File: config.mk
export PLATFORM = sky130hd
export DESIGN_NAME = mult_arbiter
export DESIGN_NICKNAME = d
export VERILOG_FILES = /design/src/rtl/mult_arbiter.sv
export SDC_FILE = /design/constraint.sdc
export NUM_CORES = 1
export LEC_CHECK = 0
export BUFFER_PORTS_ARGS = -buffer_cell sky130_fd_sc_hd__buf_2
export CORE_MARGIN = 1
export CORE_UTILIZATION = 52
export DETAILED_ROUTE_END_ITERATION = 16
export PLACE_DENSITY = 0.75
export SYNTH_ARGS = -nofsm -noshare
export SYNTH_HDL_FRONTEND = slang
export SYNTH_SLANG_ARGS = --single-unit
File: constraint.sdc
create_clock -name clk -period 4.5 [get_ports clk]
set_clock_uncertainty 0.05 [all_clocks]
set_input_delay 1.35 -clock clk [delete_from_list [all_inputs] [get_ports clk]]
set_output_delay 1.35 -clock clk [all_outputs]
set_load 0.01 [all_outputs]
File: src/rtl/mult_arbiter.sv
// mult_arbiter: two-requester round-robin front end for a shared 4x4
// unsigned array multiplier.
//
// A request is accepted in IDLE, multiplied in CALC (one cycle) and held
// as a response in RESP until the consumer takes it. Only one request is
// ever in flight.
//
// Ports
//   clk                    rising-edge clock for all state
//   rst_n                  asynchronous active-low reset
//   req0_valid/req1_valid  requester holds operands valid
//   req0_m/req1_m [3:0]    multiplicand
//   req0_q/req1_q [3:0]    multiplier
//   req0_ready/req1_ready  operands accepted this cycle (combinational)
//   rsp_valid              product held on rsp_p (registered)
//   rsp_id                 requester that owns rsp_p
//   rsp_p [7:0]            full unsigned product m*q
//   rsp_ready              consumer accepts the response
//   busy                   high whenever the FSM is not in IDLE

// array_mult_structural: 4x4 unsigned carry-save-free ripple array
// multiplier built from AND partial products and full-adder rows.
// Ports: m [3:0] multiplicand, q [3:0] multiplier, p [7:0] product.
module array_mult_structural (
  input  logic [3:0] m,
  input  logic [3:0] q,
  output logic [7:0] p
);

  // One full adder cell: returns {carry, sum}.
  function automatic logic [1:0] full_add(input logic a, input logic b, input logic c);
    return {(a & b) | (a & c) | (b & c), a ^ b ^ c};
  endfunction

  logic [4:0] acc_s;
  logic [3:0] row_sum_s;
  logic       carry_s;
  logic [1:0] fa_s;

  // Ripple the array row by row; acc_s holds the running sum aligned so
  // that its bit 0 is the next finished product bit.
  always_comb begin
    acc_s     = {1'b0, m & {4{q[0]}}};
    row_sum_s = 4'h0;
    carry_s   = 1'b0;
    fa_s      = 2'b00;
    p         = 8'h00;
    p[0]      = acc_s[0];
    for (int i = 1; i < 4; i++) begin
      carry_s = 1'b0;
      for (int j = 0; j < 4; j++) begin
        fa_s         = full_add(m[j] & q[i], acc_s[j+1], carry_s);
        row_sum_s[j] = fa_s[0];
        carry_s      = fa_s[1];
      end
      acc_s = {carry_s, row_sum_s};
      p[i]  = acc_s[0];
    end
    p[7:4] = acc_s[4:1];
  end

endmodule

// mult_arbiter_checker: protocol properties of the request side.
// Ports: clk, rst_n, in_idle (FSM in IDLE), request valids and readys.
module mult_arbiter_checker (
  input logic clk,
  input logic rst_n,
  input logic in_idle,
  input logic req0_valid,
  input logic req1_valid,
  input logic req0_ready,
  input logic req1_ready
);

  a_ready0_legal: assert property (@(posedge clk) disable iff (!rst_n)
    req0_ready |-> (in_idle && req0_valid));

  a_ready1_legal: assert property (@(posedge clk) disable iff (!rst_n)
    req1_ready |-> (in_idle && req1_valid));

  a_ready_onehot: assert property (@(posedge clk) disable iff (!rst_n)
    !(req0_ready && req1_ready));

endmodule

module mult_arbiter (
  input  logic       clk,
  input  logic       rst_n,
  input  logic       req0_valid,
  input  logic [3:0] req0_m,
  input  logic [3:0] req0_q,
  output logic       req0_ready,
  input  logic       req1_valid,
  input  logic [3:0] req1_m,
  input  logic [3:0] req1_q,
  output logic       req1_ready,
  output logic       rsp_valid,
  output logic       rsp_id,
  output logic [7:0] rsp_p,
  input  logic       rsp_ready,
  output logic       busy
);

  typedef enum logic [1:0] {
    ST_IDLE = 2'b00,
    ST_CALC = 2'b01,
    ST_RESP = 2'b10
  } state_t;

  state_t     state_r;
  state_t     state_next_s;
  logic [3:0] op_m;
  logic [3:0] op_q;
  logic       id;
  logic       last;
  logic       grant_valid_s;
  logic       grant_id_s;
  logic [7:0] prod_s;

  array_mult_structural u_mult (
    .m (op_m),
    .q (op_q),
    .p (prod_s)
  );

  // Round-robin grant: a lone requester always wins; under contention the
  // requester that was not served last wins.
  always_comb begin
    grant_valid_s = 1'b0;
    grant_id_s    = 1'b0;
    if (state_r == ST_IDLE) begin
      if (req0_valid && req1_valid) begin
        grant_valid_s = 1'b1;
        grant_id_s    = ~last;
      end else if (req0_valid) begin
        grant_valid_s = 1'b1;
        grant_id_s    = 1'b0;
      end else if (req1_valid) begin
        grant_valid_s = 1'b1;
        grant_id_s    = 1'b1;
      end else begin
        grant_valid_s = 1'b0;
        grant_id_s    = 1'b0;
      end
    end else begin
      grant_valid_s = 1'b0;
      grant_id_s    = 1'b0;
    end
  end

  assign req0_ready = grant_valid_s & ~grant_id_s;
  assign req1_ready = grant_valid_s &  grant_id_s;

  // FSM state register.
  always_ff @(posedge clk or negedge rst_n) begin
    if (!rst_n) begin
      state_r <= ST_IDLE;
    end else begin
      state_r <= state_next_s;
    end
  end

  // FSM next-state logic; rsp_ready only matters in RESP.
  always_comb begin
    state_next_s = state_r;
    case (state_r)
      ST_IDLE: begin
        if (grant_valid_s) begin
          state_next_s = ST_CALC;
        end else begin
          state_next_s = ST_IDLE;
        end
      end
      ST_CALC: state_next_s = ST_RESP;
      ST_RESP: begin
        if (rsp_ready) begin
          state_next_s = ST_IDLE;
        end else begin
          state_next_s = ST_RESP;
        end
      end
      default: state_next_s = ST_IDLE;
    endcase
  end

  // Operand capture, response registers, round-robin pointer and busy.
  always_ff @(posedge clk or negedge rst_n) begin
    if (!rst_n) begin
      op_m      <= 4'h0;
      op_q      <= 4'h0;
      id        <= 1'b0;
      last      <= 1'b1;
      rsp_valid <= 1'b0;
      rsp_id    <= 1'b0;
      rsp_p     <= 8'h00;
      busy      <= 1'b0;
    end else begin
      case (state_r)
        ST_IDLE: begin
          if (grant_valid_s) begin
            op_m <= grant_id_s ? req1_m : req0_m;
            op_q <= grant_id_s ? req1_q : req0_q;
            id   <= grant_id_s;
            busy <= 1'b1;
          end
        end
        ST_CALC: begin
          rsp_p     <= prod_s;
          rsp_id    <= id;
          rsp_valid <= 1'b1;
        end
        ST_RESP: begin
          if (rsp_ready) begin
            rsp_valid <= 1'b0;
            last      <= id;
            busy      <= 1'b0;
          end
        end
        default: begin
          busy <= 1'b0;
        end
      endcase
    end
  end

  mult_arbiter_checker u_checker (
    .clk        (clk),
    .rst_n      (rst_n),
    .in_idle    (state_r == ST_IDLE),
    .req0_valid (req0_valid),
    .req1_valid (req1_valid),
    .req0_ready (req0_ready),
    .req1_ready (req1_ready)
  );

endmodule

* Yosys cells after proc, flatten, opt, wreduce, memory -nomap -nowiden
Index checks and enable logic that the tools add are counted.
** Cells by class
- Reductions and logical operators :: 7
- Bitwise operators :: 82
- Equal/unequal tests :: 4
- Multiplexer cells :: 16
** Operators by type and width (count)
- $and A1 B1 Y1 :: 42
- $xor A1 B1 Y1 :: 20
- $or A1 B1 Y1 :: 16
- $mux W1 :: 10
- $mux W4 :: 2
- $pmux W2 S3 :: 1
- $reduce_and A2 Y1 :: 3
- $and A4 B4 Y4 :: 1
- $ne A2 B2 Y1 const B :: 2
- $not A1 Y1 :: 3
- $pmux W1 S3 :: 1
- $reduce_and A3 Y1 :: 1
- $eq A2 B1 Y1 const B :: 1
- $eq A2 B2 Y1 const B :: 1
- $logic_not A2 Y1 :: 1
- $mux W2 :: 1
- $pmux W1 S2 :: 1
- $reduce_bool A2 Y1 :: 1
- $logic_and A1 B1 Y1 :: 1
** Word-level totals
- Input bits :: 21
- Logic and storage cells :: 118
- Bits in registers :: 23

* Depth between registers and ports, before layout
Gate-level depths: netlist of run 1.
- Word-level depth :: 20
- Gate-level depth with buffers :: 14

* Hierarchy
A second synthesis of run 1 with hierarchy kept.
** Unflattened totals
- Cells, all modules :: 126
- Area total of the unflattened synthesis :: 1337.5 um^2
** By module, submodules not included
- mult_arbiter :: instances 1, seq. area each 576.8 um^2, area an instance 1002.2 um^2, cells each 89
- array_mult_structural :: instances 1, seq. area each 0.0 um^2, area an instance 335.3 um^2, cells each 37

* Worst setup path before layout of run 1
No wires, ideal clock.
- Kind :: reg-to-reg
- Start :: register op_q[0]
- End :: register rsp_p[6]
- Clock period less this slack :: 3.891 ns
- Cell stages (with the launch flop) :: 15
- Data required time :: 4.325 ns
- Path slack :: 0.609 ns
- Setup time :: 0.125 ns
- Data arrival time :: 3.717 ns
- Buffers on the path :: 0
- Cell sequence :: dfrtp_1 > and2_1 > ha_1 > inv_1 > fa_1 > fa_1 > inv_1 > fa_1 > inv_1 > fa_1 > inv_1 > fa_1 > fa_1 > fa_1 > mux2_2
** Between the ends
- Longest elaborated chain between the ends :: 18
** Ends and longest elaborated chain
- from (decl) :: RTL line 114 : logic [3:0] op_q;
- from (signal assigned) :: RTL line 203 : op_q <= grant_id_s ? req1_q : req0_q;
- $and A4 B4 Y4 * :: RTL line 43 : acc_s = {1'b0, m & {4{q[0]}}};
- $and A1 B1 Y1 (2 in series) :: RTL line 32 : return {(a & b) | (a & c) | (b & c), a ^ b ^ c};
- $or A1 B1 Y1 (2 in series) :: RTL line 32
- $and A1 B1 Y1 :: RTL line 32
- $or A1 B1 Y1 (2 in series) :: RTL line 32
- $xor A1 B1 Y1 (3 in series) :: RTL line 32
- $and A1 B1 Y1 :: RTL line 32
- $or A1 B1 Y1 (2 in series) :: RTL line 32
- $and A1 B1 Y1 :: RTL line 32
- $or A1 B1 Y1 (2 in series) :: RTL line 32
- $xor A1 B1 Y1 * :: RTL line 32
- via prod_s[6] :: RTL line 119 : logic [7:0] prod_s;
- to (signal assigned) :: RTL line 209 : rsp_p <= prod_s;
- to (decl) :: RTL line 100 : output logic [7:0] rsp_p,
The timed path passes the listed nets; every way through them passes the cells marked *.
A chain may end at the register's enable or synchronous reset.

* Final worst setup path of run 1
Ends and elaborated chain as after synthesis.

==> results of run 1 <==
-- area by class of cell --
class                      count  area (sq um)  share of cell area
timing repair buffer          33           165               0.110
clock buffer                   4          26.3              0.0175
sequential                    23           577               0.385
tap                           28          35.0              0.0234
inverter                      11          41.3              0.0276
multi-input combinational     80           653               0.436
-- metal layers --
layer  vias up  wire (um)  track usage
li1        470          -            -
met1       428       1130        0.268
met2        28       1010        0.299
met3         2         84       0.0290
met4         0         19       0.0833
met5         -          0            0
-- cell families after synthesis --
| logic type | Yosys count | synth area share |
|---|---|---|
| AO/OA/AOI/OAI | 14 | 0.0860 |
| adder cells (fa/ha/maj) | 12 | 0.161 |
| buffers and inverters | 17 | 0.0602 |
| flip-flops | 23 | 0.441 |
| multiplexers | 9 | 0.0774 |
| AND/OR/NAND/NOR | 45 | 0.175 |
-- sequential cells by signal (all words and copies together) (netlist names) --
signal and cells:
rsp_p 8, op_m 4, op_q 4, state_r 2
busy 1, id 1, last 1, rsp_id 1
rsp_valid 1
-- worst max-delay path, stage by stage (launching register included) --
cell and delay (ns):
dfrtp_1 0.46, and2_1 0.16, ha_1 0.14, inv_1 0.05, fa_1 0.37, fa_1 0.49, inv_1 0.05, fa_1 0.38
inv_1 0.07, fa_1 0.16, inv_1 0.05, fa_1 0.47, fa_1 0.43, fa_1 0.43, mux2_2 0.27
-- worst paths after layout --
| check | endpoint | from | cells past startpoint |
|---|---|---|---|
| max in group asynchronous | last | rst_n | 1 |
| hold reg to reg | busy | busy | 2 |
| min in group asynchronous | rsp_p[2] | rst_n | 1 |
| setup / recovery | rsp_p[6] | op_q[0] | 14 |
| setup reg to reg | rsp_p[6] | op_q[0] | 14 |
| hold / removal | busy | busy | 2 |
-- power groups by stage --
stage / clock, mW / sequential (mW) / combinational, mW
2_1_floorplan: 0 / 0.388 / 0.333
3_3_place_gp: 0 / 0.385 / 0.434
3_5_place_dp: 0 / 0.391 / 0.452
4_1_cts: 0.0992 / 0.386 / 0.455
5_1_grt: 0.110 / 0.402 / 0.506
6_report: 0.0950 / 0.385 / 0.442
-- layout by cell type, fill, tap and decap left out, drive strengths merged --
master | synthesis | routed
a21o | 1 | 1
nand3 | 1 | 1
and2 | 10 | 10
fa | 8 | 8
mux2 | 9 | 9
o21ai | 3 | 3
inv | 11 | 11
nand3b | 1 | 1
ha | 4 | 4
a21oi | 2 | 2
and3 | 1 | 1
nand2 | 17 | 17
nor2 | 1 | 1
nor2b | 2 | 2
dfstp | 1 | 1
dfrtp | 22 | 22
nor3b | 2 | 2
nor3 | 8 | 8
buf | 5 | 33
clkbuf | 1 | 4
a221o | 8 | 8
or2 | 2 | 2
==> reports/metrics.cfg, run 1 <==
[routing]
vias=928
route.detailed.vias_per_inst=5.18
routedWlPerCell_um=12.5
drc_errors=0
routed_wl_um=2250
firstDrtPassIters=4
drtIter0Drc=7
drtAntennaViolNets=0

[logic_synthesis]
synth_common_cells=dfrtp_1, nand2_1, inv_1
syn_area_per_cell_sq_um=10.9
ys_ff_latch=23
yosysMostFrequentCell=dfrtp_1
synth_cell_types=26
synth_area_sq_um=1310
ys_async_sr_fraction=1.00
ys_warn_count=0
synth_top_area_frac=0.421
netlist_instances=120
yosysSeqAreaShare=0.441
synth_top_flop_cell=dfrtp_1
synth_area_leaders=dfrtp_1, fa_1, mux2_2
synth_fp_nets=153
yosys.area.top_type=dfrtp_1
synth_edf_count=0

[setup_path]
crit_fanout=5
rrSetupSlack_ns=0.40
cp_data_required_time_ns=4.65
path_class=register to register
setup.worst_path.start_class=register
worstPathArrival_ns=4.26
cp-end-kind=register

[clocking]
cts-hold-fix-buffers=0
clockRootBuffer=clkbuf_4
cts_tree=built
cts_setup_buffers=0
clock_latency_ns=0.30
numCtsBuffers=3
cts_max_path_buffers=2
htreeDepth=1
path_clk_slew_ns=0.13
cts.sinks=23
cts_resized=0

[pwr]
power_leakage_nw=0.779
vdd_ir_drop_max_mv=0.317
switchingPower_mw=0.363
power_frac_clock=0.103
p_int_mw=0.559
report.power.total_mw=0.922
power_frac_seq=0.417
p_per_area_nw_per_um2=616
combinationalPowerShare=0.480
switching_share=0.394

[sta]
post-route-period-util=0.912
tightest_slew_ns=0.872
fin_ws_ns=0.395
hold_viol=0
fin_crit_ns=4.10
tns_ns=0
whs_ns=0.449
rsz0062_at_grt=no
finalSetupViolations=0
finalMaxSlewViolations=0
timing.fmax_mhz=244
slew_headroom=0.417

[layout]
final_core_util=0.652
final_nets=185
drive_gt1_frac=0.311
stdcell_count=179
design_area_sq_um=1500
diodes=0
num-fill-cells=185
syn_to_final_growth_pct=14.4

[floorplanning]
die_y_um=52.2
coreArea_sq_um=2300
die_width_um=52.2
design.die.area_sq_um=2720
core.rowCount=17
top_level_ports=34
initial_core_util=0.570

[outcome]
status=completed

[grt]
grt_pass1_wl_um=3730
grt_remaining_overflow=0
grtUsageTotal=0.193
grt_start_max_net_pins=24
first_global_vias=843
antenna_found_initial=0

[place]
dp_hpwl_um=1800
portBuffers=33
place_area_sq_um=1470
place_inst=175
preCtsSetupSlack_ns=0.424
routabilityCongestion=0.823

[worst_hold_path]
hold_class=register to register

[flow_run]
maxCapViolations=0

(Power assumes the default switching activity.)
==> run 2, diff against run 1 <==
--- a/config.mk
+++ b/config.mk
@@ -5,11 +5,12 @@
 export SDC_FILE = /design/constraint.sdc
 export NUM_CORES = 1
 export LEC_CHECK = 0
+export ABC_AREA = 1
 export BUFFER_PORTS_ARGS = -buffer_cell sky130_fd_sc_hd__buf_2
 export CORE_MARGIN = 1
 export CORE_UTILIZATION = 52
 export DETAILED_ROUTE_END_ITERATION = 16
-export PLACE_DENSITY = 0.75
+export PLACE_DENSITY = 0.74
 export SYNTH_ARGS = -nofsm -noshare
 export SYNTH_HDL_FRONTEND = slang
 export SYNTH_SLANG_ARGS = --single-unit
==> reports/metrics.cfg, run 2 <==
[logic_synthesis]
synth_edf_count=0  ; unchanged
synth_area_sq_um=1370  ; +4.6%
ys_warn_count=0  ; unchanged
netlist_instances=155  ; +29%
synth_area_leaders=dfrtp_1, nand2_1, fa_1
yosysSeqAreaShare=0.421  ; -0.0193
syn_area_per_cell_sq_um=8.83  ; -19%
ys_ff_latch=23  ; unchanged
synth_top_flop_cell=dfrtp_1
synth_common_cells=nand2_1, inv_1, dfrtp_1
synth_top_area_frac=0.402  ; -0.0185
yosys.area.top_type=dfrtp_1
synth_cell_types=17  ; -35%
synth_fp_nets=188  ; +23%
yosysMostFrequentCell=nand2_1
ys_async_sr_fraction=1.00  ; unchanged

[sta]
finalSetupViolations=0  ; unchanged
rsz0062_at_grt=no
slew_headroom=0.664  ; +0.247
timing.fmax_mhz=253  ; +3.7%
post-route-period-util=0.879  ; -0.0327
fin_ws_ns=0.542  ; +0.147 ns
tns_ns=0  ; unchanged
finalMaxSlewViolations=0  ; unchanged
fin_crit_ns=3.96  ; -0.147 ns
tightest_slew_ns=0.503  ; -0.369 ns
hold_viol=0  ; unchanged

[pwr]
switching_share=0.468  ; +0.0739
power_leakage_nw=0.922  ; +18%
vdd_ir_drop_max_mv=0.385  ; +22%
power_frac_seq=0.398  ; -0.019
combinationalPowerShare=0.501  ; +0.021
p_int_mw=0.530  ; -5.2%
switchingPower_mw=0.466  ; +28%
p_per_area_nw_per_um2=641  ; +4.0%
power_frac_clock=0.101  ; -0.002

[place]
routabilityCongestion=0.759  ; -7.8%
place_area_sq_um=1530  ; +3.7%
preCtsSetupSlack_ns=0.592  ; +0.168 ns
dp_hpwl_um=2130  ; +19%
portBuffers=33  ; unchanged

[routing]
drtAntennaViolNets=0  ; unchanged
drtIter0Drc=28  ; +21
route.detailed.vias_per_inst=5.12  ; -1.3%
routedWlPerCell_um=12.4  ; -1.4%
routed_wl_um=2700  ; +20%
firstDrtPassIters=4  ; unchanged
drc_errors=0  ; unchanged
vias=1116  ; +20%

[clocking]
htreeDepth=1  ; unchanged
clock_latency_ns=0.32  ; +0.02 ns
cts_setup_buffers=0  ; unchanged
clockRootBuffer=clkbuf_4
numCtsBuffers=3  ; unchanged
cts-hold-fix-buffers=0  ; unchanged
cts_max_path_buffers=2  ; unchanged
cts.sinks=23  ; unchanged
path_clk_slew_ns=0.13  ; about the same
cts_resized=0  ; unchanged
cts_tree=built

[grt]
antenna_found_initial=0  ; unchanged
grt_pass1_wl_um=4450  ; +19%
grt_start_max_net_pins=24  ; unchanged
grtUsageTotal=0.223  ; +0.0302
grt_remaining_overflow=0  ; unchanged
first_global_vias=1040  ; +23%

[flow_run]
maxCapViolations=0  ; unchanged

[floorplanning]
design.die.area_sq_um=2840  ; +4.4%
core.rowCount=18  ; +1
top_level_ports=34  ; unchanged
die_y_um=53.3  ; +2.2%
die_width_um=53.3  ; +2.2%
coreArea_sq_um=2480  ; +7.8%
initial_core_util=0.553  ; -0.0172

[setup_path]
timing.rr.start=op_m[0]
rrSetupSlack_ns=0.54  ; +0.15 ns
crit_path_start=op_m[0]
cp_data_required_time_ns=4.73  ; +0.08 ns
setup.worst_path.start_class=register
cp-end-kind=register
worstPathArrival_ns=4.18  ; -0.08 ns
path_class=register to register
crit_fanout=5  ; unchanged

[layout]
diodes=0  ; unchanged
largest_register_ffs=8  ; unchanged
syn_to_final_growth_pct=13.5
top_regs=rsp_p (8), op_m (4), op_q (4)
drive_gt1_frac=0.250  ; -0.0613
final_common_cell=nand2_1
design_area_sq_um=1550  ; +3.8%
regMostFlops=rsp_p
multi_input_area_sq_um=653  ; unchanged
regArea_sq_um=577  ; unchanged
mostFrequentLayoutCells=nand2_1, buf_2, inv_1, dfrtp_1, nand4_1
final_nets=222  ; +20%
num-fill-cells=227  ; +23%

[outcome]
status=completed

[worst_hold_path]
worstHoldStart=rsp_p[1]
hold_class=register to register

==> run 2: critical path: stages, from the launching register on <==
cell and delay (ns):
dfrtp_1 0.47, nand2_1 0.08, inv_1 0.06, ha_1 0.14
inv_1 0.05, fa_1 0.38, fa_1 0.50, inv_1 0.05
fa_1 0.38, inv_1 0.07, fa_1 0.15, inv_1 0.05
fa_1 0.47, fa_1 0.42, fa_1 0.48, nand2_1 0.05
nand2_1 0.06
==> run 2: kinds of logic after synthesis <==
| group | after synthesis | synth area share |
|---|---|---|
| adders and majority gates | 12 | 0.154 |
| AOI/OAI and AO/OA | 5 | 0.0256 |
| buffers and inverters | 29 | 0.101 |
| and+or+nand+nor | 86 | 0.298 |
| DFF | 23 | 0.421 |
==> run 2: stage by stage <==
step,power [mW],hold WS (ns),std cells,util
3_3_place_gp,0.873,0.399,214,0.616
5_1_grt,1.11,0.456,218,0.627
3_5_place_dp,0.903,0.407,214,0.616
2_1_floorplan,0.777,0.405,155,-
6_report,0.995,0.436,218,0.627
4_1_cts,1.00,0.438,218,0.627
==> run 2: path summary, 6_finish.rpt <==
kind | endpoint | depth (start not counted)
setup / recovery | rsp_p[6] | 16
hold / removal | rsp_p[1] | 2
setup reg to reg | rsp_p[6] | 16
hold reg to reg | rsp_p[1] | 2
max in group asynchronous | last | 1
min in group asynchronous | rsp_id | 1
==> run 2: metal layers <==
metal	up-vias	share of wire	global-route usage
met2	38	0.49	0.377
met1	514	0.43	0.264
met3	8	0.045	0.0316
li1	556	-	-
met4	0	0.031	0.132
met5	-	0	0
==> run 2: area by class of cell <==
cell class	instances	share of cell area
Clock buffer	3	0.0145
Clock inverter	1	0.00322
Inverter	25	0.0604
Multi-Input combinational cell	103	0.420
Sequential cell	23	0.371
Tap cell	30	0.0242
Timing Repair Buffer	33	0.106
==> run 2: power by group through the flow <==
stage               clock, mW  combinational (mW)  sequential, mW
floorplan                   0               0.380           0.397
global placement            0               0.482           0.391
detailed placement          0               0.505           0.398
CTS                     0.102               0.508           0.395
global route            0.111               0.586           0.409
finish                  0.101               0.499           0.396
